==> src/rtl/fixp_denorm_pkg.sv <==
// Shared fixed-point parameters for the denormaliser and its neighbours.
package fixp_denorm_pkg;
    // Qm.Qn format of the tracer reciprocal/division results
    localparam int QM         = 8;
    localparam int QN         = 16;
    localparam int FIXP_WIDTH = QM + QN;
    // Default right-shift distance handled per cycle
    localparam int FIXP_STEP  = 4;
    // Shift-count width coming from the LZC (0..127)
    localparam int CNT_W      = 7;
endpackage

==> src/rtl/fixp_denorm_if.sv <==
// Valid/ready request + result bundle for fixp_denorm.
interface fixp_denorm_if
    import fixp_denorm_pkg::*;
#(
    parameter int WIDTH = FIXP_WIDTH
);
    logic             i_valid;
    logic             o_ready;
    logic [WIDTH-1:0] i_mant;
    logic [CNT_W-1:0] i_cnt;
    logic             o_valid;
    logic             i_ready;
    logic [WIDTH-1:0] o_data;
    logic             o_inexact;

    // Producer/consumer side (drives requests, accepts results)
    modport master (
        output i_valid, i_mant, i_cnt, i_ready,
        input  o_ready, o_valid, o_data, o_inexact
    );

    // Denormaliser side
    modport slave (
        input  i_valid, i_mant, i_cnt, i_ready,
        output o_ready, o_valid, o_data, o_inexact
    );
endinterface

==> src/rtl/fixp_shr_sticky.sv <==
// One combinational right-shift step (0..STEP bits) that also reports the
// last bit shifted out (guard) and the OR of everything below it (sticky).
module fixp_shr_sticky #(
    parameter int WIDTH = 24,
    parameter int SHW   = 3
) (
    input  logic [WIDTH-1:0] din_i,
    input  logic [SHW-1:0]   shamt_i,
    output logic [WIDTH-1:0] dout_o,
    output logic             guard_o,
    output logic             sticky_o
);

    // Bit shamt-1 becomes the guard; all bits beneath it fold into sticky
    always_comb begin
        dout_o   = din_i >> shamt_i;
        guard_o  = 1'b0;
        sticky_o = 1'b0;
        for (int i = 0; i < WIDTH; i++) begin
            if (i + 1 == int'(shamt_i))
                guard_o = din_i[i];
            else if (i + 1 < int'(shamt_i))
                sticky_o = sticky_o | din_i[i];
        end
    end

endmodule

==> src/rtl/fixp_denorm.sv <==
// Multi-cycle denormaliser: right-shifts a left-justified mantissa by the LZC
// count, STEP bits per cycle, then rounds to nearest with ties away from zero.
module fixp_denorm
    import fixp_denorm_pkg::*;
#(
    parameter int WIDTH = FIXP_WIDTH,
    parameter int STEP  = FIXP_STEP
) (
    input  logic          clk,
    input  logic          reset_n,
    fixp_denorm_if.slave  bus
);

`ifndef OPENLANE
    if (WIDTH < 1 || WIDTH > 64) begin : g_bad_width
        $error("fixp_denorm: WIDTH must be 1..64");
    end
    if (STEP < 1 || STEP > WIDTH || (STEP & (STEP - 1)) != 0) begin : g_bad_step
        $error("fixp_denorm: STEP must be a power of 2 in 1..WIDTH");
    end
`endif

    localparam int SHW = $clog2(STEP + 1);
    // Beyond WIDTH+1 every data bit and the guard are gone; further shifting is moot
    localparam logic [CNT_W-1:0] REM_MAX = CNT_W'(WIDTH + 1);
    localparam logic [CNT_W-1:0] STEP_C  = CNT_W'(STEP);

    typedef enum logic [1:0] {
        IDLE  = 2'd0,
        SHIFT = 2'd1,
        DONE  = 2'd2
    } state_e;

    state_e           state_q, state_d;
    logic [WIDTH-1:0] sh_q, sh_d;
    logic [CNT_W-1:0] rem_q, rem_d;
    logic             guard_q, guard_d;
    logic             sticky_q, sticky_d;
    logic [WIDTH-1:0] data_q, data_d;
    logic             inexact_q, inexact_d;
    logic             valid_q, valid_d;

    logic [SHW-1:0]   shamt;
    logic [WIDTH-1:0] shr_out;
    logic             shr_guard;
    logic             shr_sticky;

    // This cycle's shift distance: whatever remains, capped at STEP
    assign shamt = (rem_q > STEP_C) ? SHW'(STEP) : SHW'(rem_q);

    fixp_shr_sticky #(
        .WIDTH (WIDTH),
        .SHW   (SHW)
    ) u_shr (
        .din_i    (sh_q),
        .shamt_i  (shamt),
        .dout_o   (shr_out),
        .guard_o  (shr_guard),
        .sticky_o (shr_sticky)
    );

    assign bus.o_ready   = (state_q == IDLE);
    assign bus.o_valid   = valid_q;
    assign bus.o_data    = data_q;
    assign bus.o_inexact = inexact_q;

    // State and datapath registers; reset aborts any job in flight
    always_ff @(posedge clk) begin
        if (!reset_n) begin
            state_q   <= IDLE;
            sh_q      <= '0;
            rem_q     <= '0;
            guard_q   <= 1'b0;
            sticky_q  <= 1'b0;
            data_q    <= '0;
            inexact_q <= 1'b0;
            valid_q   <= 1'b0;
        end else begin
            state_q   <= state_d;
            sh_q      <= sh_d;
            rem_q     <= rem_d;
            guard_q   <= guard_d;
            sticky_q  <= sticky_d;
            data_q    <= data_d;
            inexact_q <= inexact_d;
            valid_q   <= valid_d;
        end
    end

    // Next state: accept in IDLE, shift until rem hits 0, round, hold until taken
    always_comb begin
        state_d   = state_q;
        sh_d      = sh_q;
        rem_d     = rem_q;
        guard_d   = guard_q;
        sticky_d  = sticky_q;
        data_d    = data_q;
        inexact_d = inexact_q;
        valid_d   = valid_q;
        case (state_q)
            IDLE: begin
                if (bus.i_valid) begin
                    state_d  = SHIFT;
                    sh_d     = bus.i_mant;
                    rem_d    = (bus.i_cnt > REM_MAX) ? REM_MAX : bus.i_cnt;
                    guard_d  = 1'b0;
                    sticky_d = 1'b0;
                end
            end
            SHIFT: begin
                if (rem_q != '0) begin
                    sh_d     = shr_out;
                    guard_d  = shr_guard;
                    // Previous guard is no longer the round bit, so it joins sticky
                    sticky_d = sticky_q | guard_q | shr_sticky;
                    rem_d    = rem_q - CNT_W'(shamt);
                end else begin
                    // Cannot carry out: a real shift clears the MSB, no shift leaves guard 0
                    data_d    = sh_q + WIDTH'(guard_q);
                    inexact_d = guard_q | sticky_q;
                    valid_d   = 1'b1;
                    state_d   = DONE;
                end
            end
            DONE: begin
                if (bus.i_ready) begin
                    valid_d = 1'b0;
                    state_d = IDLE;
                end
            end
            default: state_d = IDLE;
        endcase
    end

endmodule

==> src/flat_wrapper.sv <==
// flat-port wrapper written by rule: the top's interface ports become plain ports
module fixp_denorm_flat import fixp_denorm_pkg::*;
#(
    parameter int WIDTH = FIXP_WIDTH,
    parameter int STEP  = FIXP_STEP
)
  (clk, reset_n, bus_i_valid, bus_i_mant, bus_i_cnt, bus_i_ready, bus_o_ready, bus_o_valid, bus_o_data, bus_o_inexact);
  fixp_denorm_if #(.WIDTH(WIDTH)) bus_i ();
  input  logic clk;
  input  logic reset_n;
  input wire logic [$bits(bus_i.i_valid)-1:0] bus_i_valid;
  input wire logic [$bits(bus_i.i_mant)-1:0] bus_i_mant;
  input wire logic [$bits(bus_i.i_cnt)-1:0] bus_i_cnt;
  input wire logic [$bits(bus_i.i_ready)-1:0] bus_i_ready;
  output wire logic [$bits(bus_i.o_ready)-1:0] bus_o_ready;
  output wire logic [$bits(bus_i.o_valid)-1:0] bus_o_valid;
  output wire logic [$bits(bus_i.o_data)-1:0] bus_o_data;
  output wire logic [$bits(bus_i.o_inexact)-1:0] bus_o_inexact;
  assign bus_i.i_valid = bus_i_valid;
  assign bus_i.i_mant = bus_i_mant;
  assign bus_i.i_cnt = bus_i_cnt;
  assign bus_i.i_ready = bus_i_ready;
  assign bus_o_ready = bus_i.o_ready;
  assign bus_o_valid = bus_i.o_valid;
  assign bus_o_data = bus_i.o_data;
  assign bus_o_inexact = bus_i.o_inexact;
  fixp_denorm #(.WIDTH(WIDTH), .STEP(STEP)) u_core (.clk(clk), .reset_n(reset_n), .bus(bus_i));
endmodule
==> config.mk <==
export PLATFORM = sky130hd
export DESIGN_NAME = fixp_denorm_flat
export DESIGN_NICKNAME = d
export VERILOG_FILES = /design/src/rtl/fixp_denorm_pkg.sv /design/src/rtl/fixp_denorm_if.sv /design/src/rtl/fixp_shr_sticky.sv /design/src/rtl/fixp_denorm.sv /design/src/flat_wrapper.sv
export SDC_FILE = /design/constraint.sdc
export NUM_CORES = 1
export LEC_CHECK = 0
export CAP_MARGIN = 40
export CORE_ASPECT_RATIO = 0.75
export CORE_MARGIN = 2
export CORE_UTILIZATION = 40
export DETAILED_ROUTE_END_ITERATION = 6
export GPL_TIMING_DRIVEN = 1
export SLEW_MARGIN = 20
export SYNTH_ARGS = -nofsm -noshare
export SYNTH_HDL_FRONTEND = slang
export SYNTH_SLANG_ARGS = --single-unit
==> constraint.sdc <==
create_clock -name clk -period 3.1 [get_ports clk]
set_clock_uncertainty 0.2 [all_clocks]
set_input_delay 0.775 -clock clk [delete_from_list [all_inputs] [get_ports clk]]
set_output_delay 0.775 -clock clk [all_outputs]
set_load 0.01 [all_outputs]
==> results of run 1 <==
[per-layer routing]
layer  vias up  part of all wire [%]  global-route usage, %
met3        19                   5.6                  4.911
met5         -                     0                      0
met2       112                    42                  33.44
met1      1790                    50                  29.69
met4         0                   1.5                  7.229
li1       1892                     -                      -
[how the worst max path moves through the flow]
stage / depth (start not counted) / startpoint / to / slack, ns
after floorplan: 9 / u_core.rem_q[1] / u_core.rem_q[4] / 0.66
after global placement: 6 / bus_i_valid / u_core.sh_q[7] / 0.33
after detailed placement: 6 / bus_i_valid / u_core.sh_q[16] / 0.27
after CTS: 5 / u_core.rem_q[6] / u_core.rem_q[2] / 0.46
after global routing: 5 / u_core.rem_q[6] / u_core.rem_q[2] / 0.32
final: 5 / u_core.rem_q[6] / u_core.rem_q[2] / 0.43
[critical path: cells and delay by family, from the launching register on]
family,cells,cell delay [ns]
compound gates,3,0.91
simple gates,1,0.80
flops,1,0.34
buf+inv,1,0.29
[placed cells by master, fill, tap and decap left out, drive strengths merged, types with 14 or more instances in the layout]
cell	n
nor3	16
a211oi	15
buf	24
nor2	44
mux2	18
nand3	21
mux2i	15
clkdlybuf4s50	61
o221a	14
o21ai	27
a21oi	32
dfxtp	61
nand2	33
[flip-flops by register name (all words and copies together) (netlist names)]
register / flops
u_core.state_q: 2
u_core.rem_q: 7
u_core.sh_q: 24
u_core.bus.o_inexact: 1
u_core.guard_q: 1
u_core.bus.o_valid: 1
u_core.sticky_q: 1
u_core.bus.o_data: 24
[cell type report]
type | count | area [sq um]
Fill cell | 947 | 4636
Tap cell | 132 | 165.2
Clock buffer | 10 | 229.0
Timing Repair Buffer | 85 | 790.8
Multi-Input combinational cell | 359 | 2414
Clock inverter | 5 | 52.55
Inverter | 9 | 33.78
Sequential cell | 61 | 1221
[cell families (layout without fill, tap and decap cells)]
family          Yosys count  after routing  synth area share (%)
simple gates            163            163                 21.50
compound gates          142            142                 25.48
buf+inv                  63            109                 6.369
flops                    61             61                 31.56
mux                      36             36                 10.86
xor+xnor                 14             14                 3.169
fa+ha+maj                 3              3                0.9700
other cells               1              1               0.09690
[power groups by stage]
stage / clock (mW) / combinational, mW / sequential, mW
floorplan: 0 / 0.671 / 0.992
global placement: 0 / 0.917 / 1.07
detailed placement: 0 / 0.929 / 1.07
CTS: 0.985 / 0.933 / 1.06
global route: 1.02 / 1.02 / 1.08
finish: 0.969 / 0.937 / 1.06
==> metrics.md, run 1 <==
| Metric | Value |
|---|---|
| R2R setup slack | `0.43 ns` |
| Worst slew pin tran | `0.7771 ns` |
| Post-cts hold buffer count | `0` |
| Die Wd | `117.6 um` |
| IO Pins | `62` |
| Critical Path Start Type | `register` |
| Synth cell types | `59` |
| Setup Buffers After CTS | `0` |
| CP arrival | `2.68 ns` |
| Site Rows | `31` |
| Port bufs | `61` |
| Critical Path Max Stage Delay | `0.80 ns` |
| DP HPWL | `7.607 mm` |
| Crit end category | `register` |
| Iter 0 DRT Violations | `250` |
| Switching Power | `1.014 mW` |
| Area contributors post-synth | `dfxtp_1 32%, mux2_2 5.2%, clkbuf_1 4.7%` |
| Cell Pwr Density | `605.2 nW/um^2` |
| Post-synthesis cell count | `483` |
| Layout area overhead | `26.77%` |
| Crit-path cells | `or4_1 > o31a_1 > buf_4 > o31ai_1 > a31oi_1` |
| Post-synthesis sequential area ratio | `31.56%` |
| Hold slack final | `0.2569 ns` |
| Max VDD drop | `0.3898 mV` |
| Via count | `3813` |
| Final GP Congestion | `0.8699` |
| Number of diodes | `0` |
| Routed wire length | `11.06 mm` |
| Worst rel slew slack | `47.77%` |
| Reg2reg end | `u_core.rem_q[2]` |
| WS Path Type | `register to register` |
| Syn Area/Cell | `8.012 sq um` |
| Fin. Hold Viols | `0` |
| Worst r2r src | `u_core.rem_q[6]` |
| Max-Cap Viols | `0` |
| PostCTS Resize Cnt | `0` |
| Top post-synthesis cells by count | `61 x dfxtp_1, 48 x clkbuf_1, 43 x nor2_1, 33 x nand2_1, 32 x a21oi_1` |
| Post-synth EDFFs | `0` |
| Min Tclk post-route | `2.673 ns` |
| H-tree Lvls | `3` |
| Seq cells post-synth | `61` |
| Root Buffer | `clkbuf_16` |
| DP Area | `4624 sq um` |
| Layout cell share with drive strength beyond 1 | `15.69%` |
| Final ANT Viol Nets | `0` |
| Post-Layout Inst Area | `4906 sq um` |
| Via density per instance | `5.769` |
| Reg2reg path depth | `5` |
| Synthesized Nets | `521` |
| WL per Instance | `16.72 um` |
| CTS tree | `done` |
| Synth top area share | `31.56%` |
| Most common cell in the synthesized netlist | `dfxtp_1` |
| Hold Path Stages | `2` |
| Placed Cells | `646` |
| Hold Path Class | `register to register` |
| Ys flop type | `dfxtp_1` |
| Slowest cell on crit path | `or4_1` |
| Starting Density | `40.56%` |
| Clk sinks | `61` |
| Max Fclk | `374.2 MHz` |
| Num CTS Buffers | `9` |
| Combinational power share | `31.6%` |
| Switching share of power | `34.15%` |
| DRC errors left | `0` |
| Core area | `9542 sq um` |
| Largest net degree at the start of global routing | `45` |
| Fraction of registers with async set/reset | `0%` |
| 1st-pass router iterations | `6` |
| Non-Filler Instances | `661` |
| Setup violators final | `0` |
| Clock Pin Slew Worst Setup and Hold Paths | `0.05 ns` |
| Worst skew pair latency | `0.33 ns` |
| Final worst-path cycle share | `86.21%` |
| DIE AREA | `10490 sq um` |
| CTS Buffer Depth | `2` |
| Gr usage total | `21.46%` |
| Sum Neg Setup Slack | `0 ns` |
| Hold Path Sink | `u_core.bus.o_data[1]` |
| Cell-internal power | `1.955 mW` |
| Crit Path Max Fanout | `16` |
| Die Ht | `89.19 um` |
| First-pass GRT wire length | `17.64 mm` |
| Final Power | `2.969 mW` |
| Post-Syn Area | `3870 sq um` |
| Status | `complete, no violations` |
| Final WS setup | `0.4275 ns` |
| Final Max Slew Viols | `0` |
| Grt ovf | `0` |
| RSZ-0062 raised after global routing | `false` |
| Final core occ | `51.42%` |
| Sequential Power Share | `35.8%` |
| Initial antenna violation count | `0` |
| Place WS | `0.2736 ns` |
| Worst Hold Launch | `u_core.bus.o_data[1]` |
| CP required | `3.11 ns` |
| Clk pwr share | `32.6%` |
| Number of global-route vias before repair | `3375` |
| Leak | `1.752 nW` |
| Synthesis warning total | `0` |
| Cell taking the most area after synthesis | `dfxtp_1` |
| Final #Nets | `563` |
No activity file was read; power rests on OpenSTA's default activity.
==> run 2, diff against run 1 <==
--- a/config.mk
+++ b/config.mk
@@ -5,12 +5,12 @@
 export SDC_FILE = /design/constraint.sdc
 export NUM_CORES = 1
 export LEC_CHECK = 0
-export CAP_MARGIN = 40
+export CAP_MARGIN = 20
 export CORE_ASPECT_RATIO = 0.75
-export CORE_MARGIN = 2
 export CORE_UTILIZATION = 40
 export DETAILED_ROUTE_END_ITERATION = 6
 export GPL_TIMING_DRIVEN = 1
+export REMOVE_ABC_BUFFERS = 1
 export SLEW_MARGIN = 20
 export SYNTH_ARGS = -nofsm -noshare
 export SYNTH_HDL_FRONTEND = slang
==> run 2 against run 1 <==
Sequential share of layout area shrank 0.26 points. Critical path depth is 1 higher. Register-to-register slack gained 0.02 ns. Sequential cell count stayed put. Combinational power about the same. Non-clock buffer count unchanged. Sequential power about the same. Critical path type unchanged. Highest routed layer unchanged.
==> metrics.md, run 2 (same netlist as run 1, synthesis figures left out) <==
| Metric | Value |
|---|---|
| Status | `complete, no violations` |
| CTS tree | `done` |
| First-pass GRT wire length | `18.82 mm (+6.7%)` |
| Non-Filler Instances | `658 (-0.45%)` |
| Critical Path Max Stage Delay | `0.55 ns (-0.25 ns)` |
| CTS Buffer Depth | `2 (unchanged)` |
| Cell Pwr Density | `628.5 nW/um^2 (+3.9%)` |
| Met1 GRT Util | `33.30% (+3.6 points)` |
| Crit Path Max Fanout | `5 (-11)` |
| Switching share of power | `33.00% (-1.2 points)` |
| DP HPWL | `7.789 mm (+2.4%)` |
| PostCTS Resize Cnt | `0 (unchanged)` |
| Met2 Usage GRT | `38.54% (+5.1 points)` |
| Worst r2r src | `u_core.sh_q[0]` |
| Num CTS Buffers | `9 (unchanged)` |
| Worst Hold Launch | `u_core.bus.o_data[0]` |
| Crit end category | `register` |
| DRC errors left | `0 (unchanged)` |
| Gr usage total | `24.60% (+3.1 points)` |
| Setup Buffers After CTS | `0 (unchanged)` |
| Via density per instance | `5.842 (+1.3%)` |
| Critical Path Start Type | `register` |
| Starting Density | `41.91% (+1.4 points)` |
| Post-cts hold buffer count | `0 (unchanged)` |
| Setup violators final | `0 (unchanged)` |
| Die Ht | `87.19 um (-2.2%)` |
| Worst slew pin tran | `0.6368 ns (-0.1402 ns)` |
| Leak | `1.780 nW (+1.6%)` |
| Port bufs | `61 (unchanged)` |
| Final #Nets | `563 (unchanged)` |
| DP Area | `4632 sq um (+0.16%)` |
| Routed wire length | `11.42 mm (+3.3%)` |
| Largest net degree at the start of global routing | `37 (-18%)` |
| Root Buffer | `clkbuf_16` |
| Global-route met3 utilization | `6.193% (+1.3 points)` |
| Post-Layout Inst Area | `4959 sq um (+1.1%)` |
| Layout area overhead | `28.13%` |
| CP required | `3.18 ns (+0.07 ns)` |
| Initial antenna violation count | `0 (unchanged)` |
| Hold Path Class | `register to register` |
| Worst rel slew slack | `57.55% (+9.8 points)` |
| Switching Power | `1.028 mW (+1.4%)` |
| Reg2reg end | `u_core.bus.o_data[16]` |
| Hold Path Sink | `u_core.bus.o_data[0]` |
| Die Wd | `115.6 um (-1.7%)` |
| Fin. Hold Viols | `0 (unchanged)` |
| Clock Pin Slew Worst Setup and Hold Paths | `0.05 ns (about the same)` |
| DIE AREA | `10080 sq um (-3.9%)` |
| Via count | `3844 (+0.81%)` |
| Final GP Congestion | `0.8655 (-0.51%)` |
| Grt ovf | `0 (unchanged)` |
| Placed Cells | `642 (-0.62%)` |
| Iter 0 DRT Violations | `315 (+26%)` |
| RSZ-0062 raised after global routing | `false` |
| R2R setup slack | `0.45 ns (+0.02 ns)` |
| Clk sinks | `61 (unchanged)` |
| Final Max Slew Viols | `0 (unchanged)` |
| Max-Cap Viols | `0 (unchanged)` |
| Hold Path Stages | `2 (unchanged)` |
| Worst skew pair latency | `0.34 ns (about the same)` |
| Layout cell share with drive strength beyond 1 | `15.85% (+0.16 points)` |
| Commonest cells after routing, fill and taps aside | `61 x clkdlybuf4s50_1, 61 x dfxtp_1, 43 x nor2_1` |
| WS Path Type | `register to register` |
| Number of diodes | `0 (unchanged)` |
| Combinational power share | `30.0% (-1.6 points)` |
| Sum of buffers and inverters on the critical path | `0 (-1)` |
| Core area | `9234 sq um (-3.2%)` |
| Cell-internal power | `2.088 mW (+6.8%)` |
| WL per Instance | `17.36 um (+3.8%)` |
| 1st-pass router iterations | `4 (-2)` |
| Final ANT Viol Nets | `0 (unchanged)` |
| Sum Neg Setup Slack | `0 ns (unchanged)` |
| Site Rows | `30 (-3.2%)` |
| H-tree Lvls | `3 (unchanged)` |
| Final worst-path cycle share | `85.53% (-0.68 points)` |
| Busiest grt layer | `met2` |
| CP arrival | `2.73 ns (+0.05 ns)` |
| Min Tclk post-route | `2.651 ns (-0.02100 ns)` |
| Max VDD drop | `0.2882 mV (-26%)` |
| Slowest cell on crit path | `or4_1` |
| Crit-path cells | `ha_1 > ha_1 > nand4_1 > or4_1 > or4_1 > nand3_1` |
| IO Pins | `62 (unchanged)` |
| Clk pwr share | `35.7% (+3.1 points)` |
| Reg2reg path depth | `6 (+1)` |
| Final Power | `3.117 mW (+5.0%)` |
| Max Fclk | `377.1 MHz (+0.79%)` |
| Sequential Power Share | `34.3% (-1.5 points)` |
| Number of global-route vias before repair | `3661 (+8.5%)` |
| CP delay by family, top | `simple AND/OR/NAND/NOR gates` |
-- run 2: worst min-delay path, delay by kind of cell, from the launching register on --
family / cells / cell delay [ns]
DFF: 1 / 0.31
and+or+nand+nor: 1 / 0.05
AOI/OAI and AO/OA: 1 / 0.05
-- run 2: layout make-up --
| class | count | area [sq um] |
|---|---|---|
| clock buffers | 12 | 256.5 |
| clock inverters | 4 | 70.07 |
| flip-flops and latches | 61 | 1221 |
| multi-input cells | 359 | 2414 |
| well taps | 128 | 160.2 |
| repair buffers | 85 | 803.3 |
| fillers | 932 | 4275 |
| inverters | 9 | 33.78 |
-- run 2: power by group through the flow --
| stage | registers, mW | logic [mW] | clock network, mW |
|---|---|---|---|
| 5_1_grt | 1.09 | 1.02 | 1.16 |
| 2_1_floorplan | 1.06 | 0.535 | 0 |
| 4_1_cts | 1.06 | 0.932 | 1.12 |
| 3_5_place_dp | 1.08 | 0.927 | 0 |
| 6_report | 1.07 | 0.935 | 1.11 |
| 3_3_place_gp | 1.08 | 0.917 | 0 |
-- run 2: worst max-delay path by stage --
stage                                        to             from  cells after the start  slack (ns)
after floorplan           u_core.bus.o_data[17]  u_core.rem_q[1]                      4        0.11
after CTS                 u_core.bus.o_data[16]   u_core.sh_q[0]                      6        0.46
after global routing      u_core.bus.o_data[16]   u_core.sh_q[0]                      6        0.33
after global placement          u_core.sh_q[19]      bus_i_valid                      5        0.28
final                     u_core.bus.o_data[16]   u_core.sh_q[0]                      6        0.45
after detailed placement        u_core.sh_q[12]      bus_i_valid                      5        0.22
-- run 2: routing by layer --
| layer | vias up | wire length (um) |
|---|---|---|
| met1 | 1838 | 5572 |
| met5 | - | 0 |
| li1 | 1884 | - |
| met2 | 114 | 5123 |
| met4 | 0 | 84 |
| met3 | 8 | 645 |
-- run 2: per-stage QoR --
step                      worst slack (ns)  util [%]  hold slack, ns
final                               0.4485     53.70          0.2602
after floorplan                     0.1115         -          0.2683
after CTS                           0.4629     53.70          0.2602
after global routing                0.3287     53.70          0.2794
after global placement              0.2775     50.16          0.2496
after detailed placement            0.2220     50.16          0.2512
==> edit (flow settings as in run 1) <==
Take the reset off `data_q` and load it in a clocked block of its own.
--- a/src/rtl/fixp_denorm.sv
+++ b/src/rtl/fixp_denorm.sv
@@ -74,3 +74,2 @@
             sticky_q  <= 1'b0;
-            data_q    <= '0;
             inexact_q <= 1'b0;
@@ -83,3 +82,2 @@
             sticky_q  <= sticky_d;
-            data_q    <= data_d;
             inexact_q <= inexact_d;
@@ -87,2 +85,6 @@
         end
+    end
+
+    always_ff @(posedge clk) begin
+        data_q <= data_d;
     end
Check against the original RTL: differs if reset_n is asserted again (counterexample within 4 cycles, from zero or initial values and one cycle with reset_n low); with reset_n held inactive, the same outputs for 10 cycles.
==> edit against run 1 <==
Setup slack improved by 170 ps. Count of clock-buffer cells in the layout up 1. First-iteration DRC count up 13%. Highest routed layer unchanged. Synthesized area fell by 3.6%. Maximum frequency increased by 6.7%. Design area is 4.3% lower. Via count down 14%. Sequential cell count is the same. Non-clock buffer count fell by 12. Power rose by 11%. Largest cell class unchanged. Register-to-register slack improved by 240 ps. Wire length decreased by 11%. Critical path depth is 1 higher.
==> edit: results (changes against run 1) <==
STA
  – F_max: 0.399 GHz (was 0.374 GHz)
  – Slew Limit Headroom: 0.529 (was 0.478)
  – Worst hold slack: 310 ps (was 257 ps)

Place
  – Dpl ws: 284 ps (was 274 ps)
  – Placed cell count: 558 (was 646)
  – Post-DP HPWL: 6500 um (was 7610 um)
  – Final GP Congestion: 0.833 (was 0.870)
  – Placed instance area: 4430 um2 (was 4620 um2)

Route
  – Total number of vias: 3298 (was 3813)
  – Drt first pass iters: 5 (was 6)
  – Iter 0 DRT Violations: 283 (was 250)
  – Post-Route WL: 9790 um (was 11100 um)

Yosys
  – Mux cell area share after synthesis: 0.0852 (was 0.109)
  – EDFF count, synth: 24 (was 0)
  – Post-synthesis compound-gate area fraction: 0.224 (was 0.255)
  – Seq/Total Area, Yosys: 0.392 (was 0.316)
  – Xor/xnor share of the synthesized area: 0.0563 (was 0.0317)
  – Syn Nets: 438 (was 521)
  – Cells after Synth: 400 (was 483)
  – Post-Synth Adder-Cell Area: 0.0101 (was 0.00970)
  – Synth cell types: 54 (was 59)
  – Top cells by area, synth: dfxtp_1 (20%), edfxtp_1 (19%), mux4_2 (6.6%) (was dfxtp_1 (32%), mux2_2 (5.2%), clkbuf_1 (4.7%))
  – Top cells by count, synth: dfxtp_1 (37), a21oi_1 (34), nand3_1 (29), edfxtp_1 (24), nand2_1 (21) (was dfxtp_1 (61), clkbuf_1 (48), nor2_1 (43), nand2_1 (33), a21oi_1 (32))

Pwr
  – Lkg Pwr: 0.00157 uW (was 0.00175 uW)
  – P_int: 2080 uW (was 1960 uW)
  – Max VDD drop: 0.000257 V (was 0.000390 V)

Critical path
  – Worst reg2reg setup slack: 670 ps (was 430 ps)
  – R2R Path End: u_core.bus.o_data[21] (was u_core.rem_q[2])
  – Arrival time at the worst endpoint: 2550 ps (was 2680 ps)
  – Worst flop-to-flop path startpoint: u_core.sh_q[10] (was u_core.rem_q[6])
  – Slowest-stage cell, CP: a311o_1 (was or4_1)
  – Crit Path Max Fanout: 16 (unchanged)
  – Worst setup endpoint: u_core.sh_q[19] (was u_core.rem_q[2])
  – Crit path largest cell delay: 620 ps (was 800 ps)
  – Cell family contributing the most delay on the critical path: buffers and inverters (was compound AO/OA/AOI/OAI gates)
  – Worst Setup SP: bus_i_valid (was u_core.rem_q[6])

Hold path
  – Worst hold endpoint: u_core.bus.o_valid (was u_core.bus.o_data[1])
  – Min-delay src: u_core.bus.o_valid (was u_core.bus.o_data[1])

Global routing
  – Gr usage total: 0.202 (was 0.215)
  – Vias in the first global route: 3079 (was 3375)
  – Largest net degree at the start of global routing: 50 (was 45)
  – First-pass GRT wire length: 15900 um (was 17600 um)

Clock tree
  – Worst-path clk slew: 50 ps (about the same)
  – Clock root cell: clkbuf_16 (unchanged)
  – Clk_lat worst skew: 330 ps (about the same)
  – Maximum level of the CTS H-tree: 3 (unchanged)
  – Clk buf depth: 2 (unchanged)

Cells and area
  – Nets: 479 (was 563)
  – Finished Layout Cells: 574 (was 661)
  – Layout cell share with drive strength beyond 1: 0.103 (was 0.157)

Run status
  – Status: finished, final reports clean (unchanged)
## edit: cell types whose count changed after synthesis, sizes merged, moves of 11 or more
cell,run 1,this run
mux2,18,0
a21boi,0,15
nand2,33,22
o221a,14,0
clkbuf,48,21
edfxtp,0,24
dfxtp,61,37
nor2,44,17
buf,6,22
## edit: worst register-to-register path, stage by stage (launching register included)
cell	delay, ps
dfxtp_1	580
and4_1	320
nand3_1	220
nor3_1	500
nand4_1	180
xnor2_1	160
## edit: power by group through the flow
stage	Clock (uW)	Combinational, uW	Sequential [uW]
floorplan	0	886	1130
detailed placement	0	1160	1240
global placement	0	1140	1240
finish	885	1170	1230
CTS	899	1160	1230
global route	945	1280	1260
## edit: cell type report
| cell class | instances | area, um2 |
|---|---|---|
| clock inverter | 5 | 30.0 |
| multi-input combinational | 289 | 2060 |
| fill | 830 | 4350 |
| sequential | 61 | 1460 |
| timing repair buffer | 73 | 726 |
| inverter | 7 | 26.3 |
| tap | 128 | 160 |
| clock buffer | 11 | 233 |
## edit: per-layer routing
metal	global-route usage	vias up	share of wire
met3	0.0478	8	0.066
met1	0.289	1581	0.48
met4	0.0515	0	0.0067
met2	0.309	116	0.45
met5	0	-	0
li1	-	1593	-
## edit: kinds of logic (layout without fill, tap and decap cells)
group | count (synthesis) | after routing
AO/OA/AOI/OAI | 125 | 125
AND/OR/NAND/NOR | 118 | 118
flip-flops | 61 | 61
buffers and inverters | 50 | 96
XOR/XNOR | 24 | 24
multiplexers | 18 | 18
adder cells (fa/ha/maj) | 3 | 3
other | 1 | 1
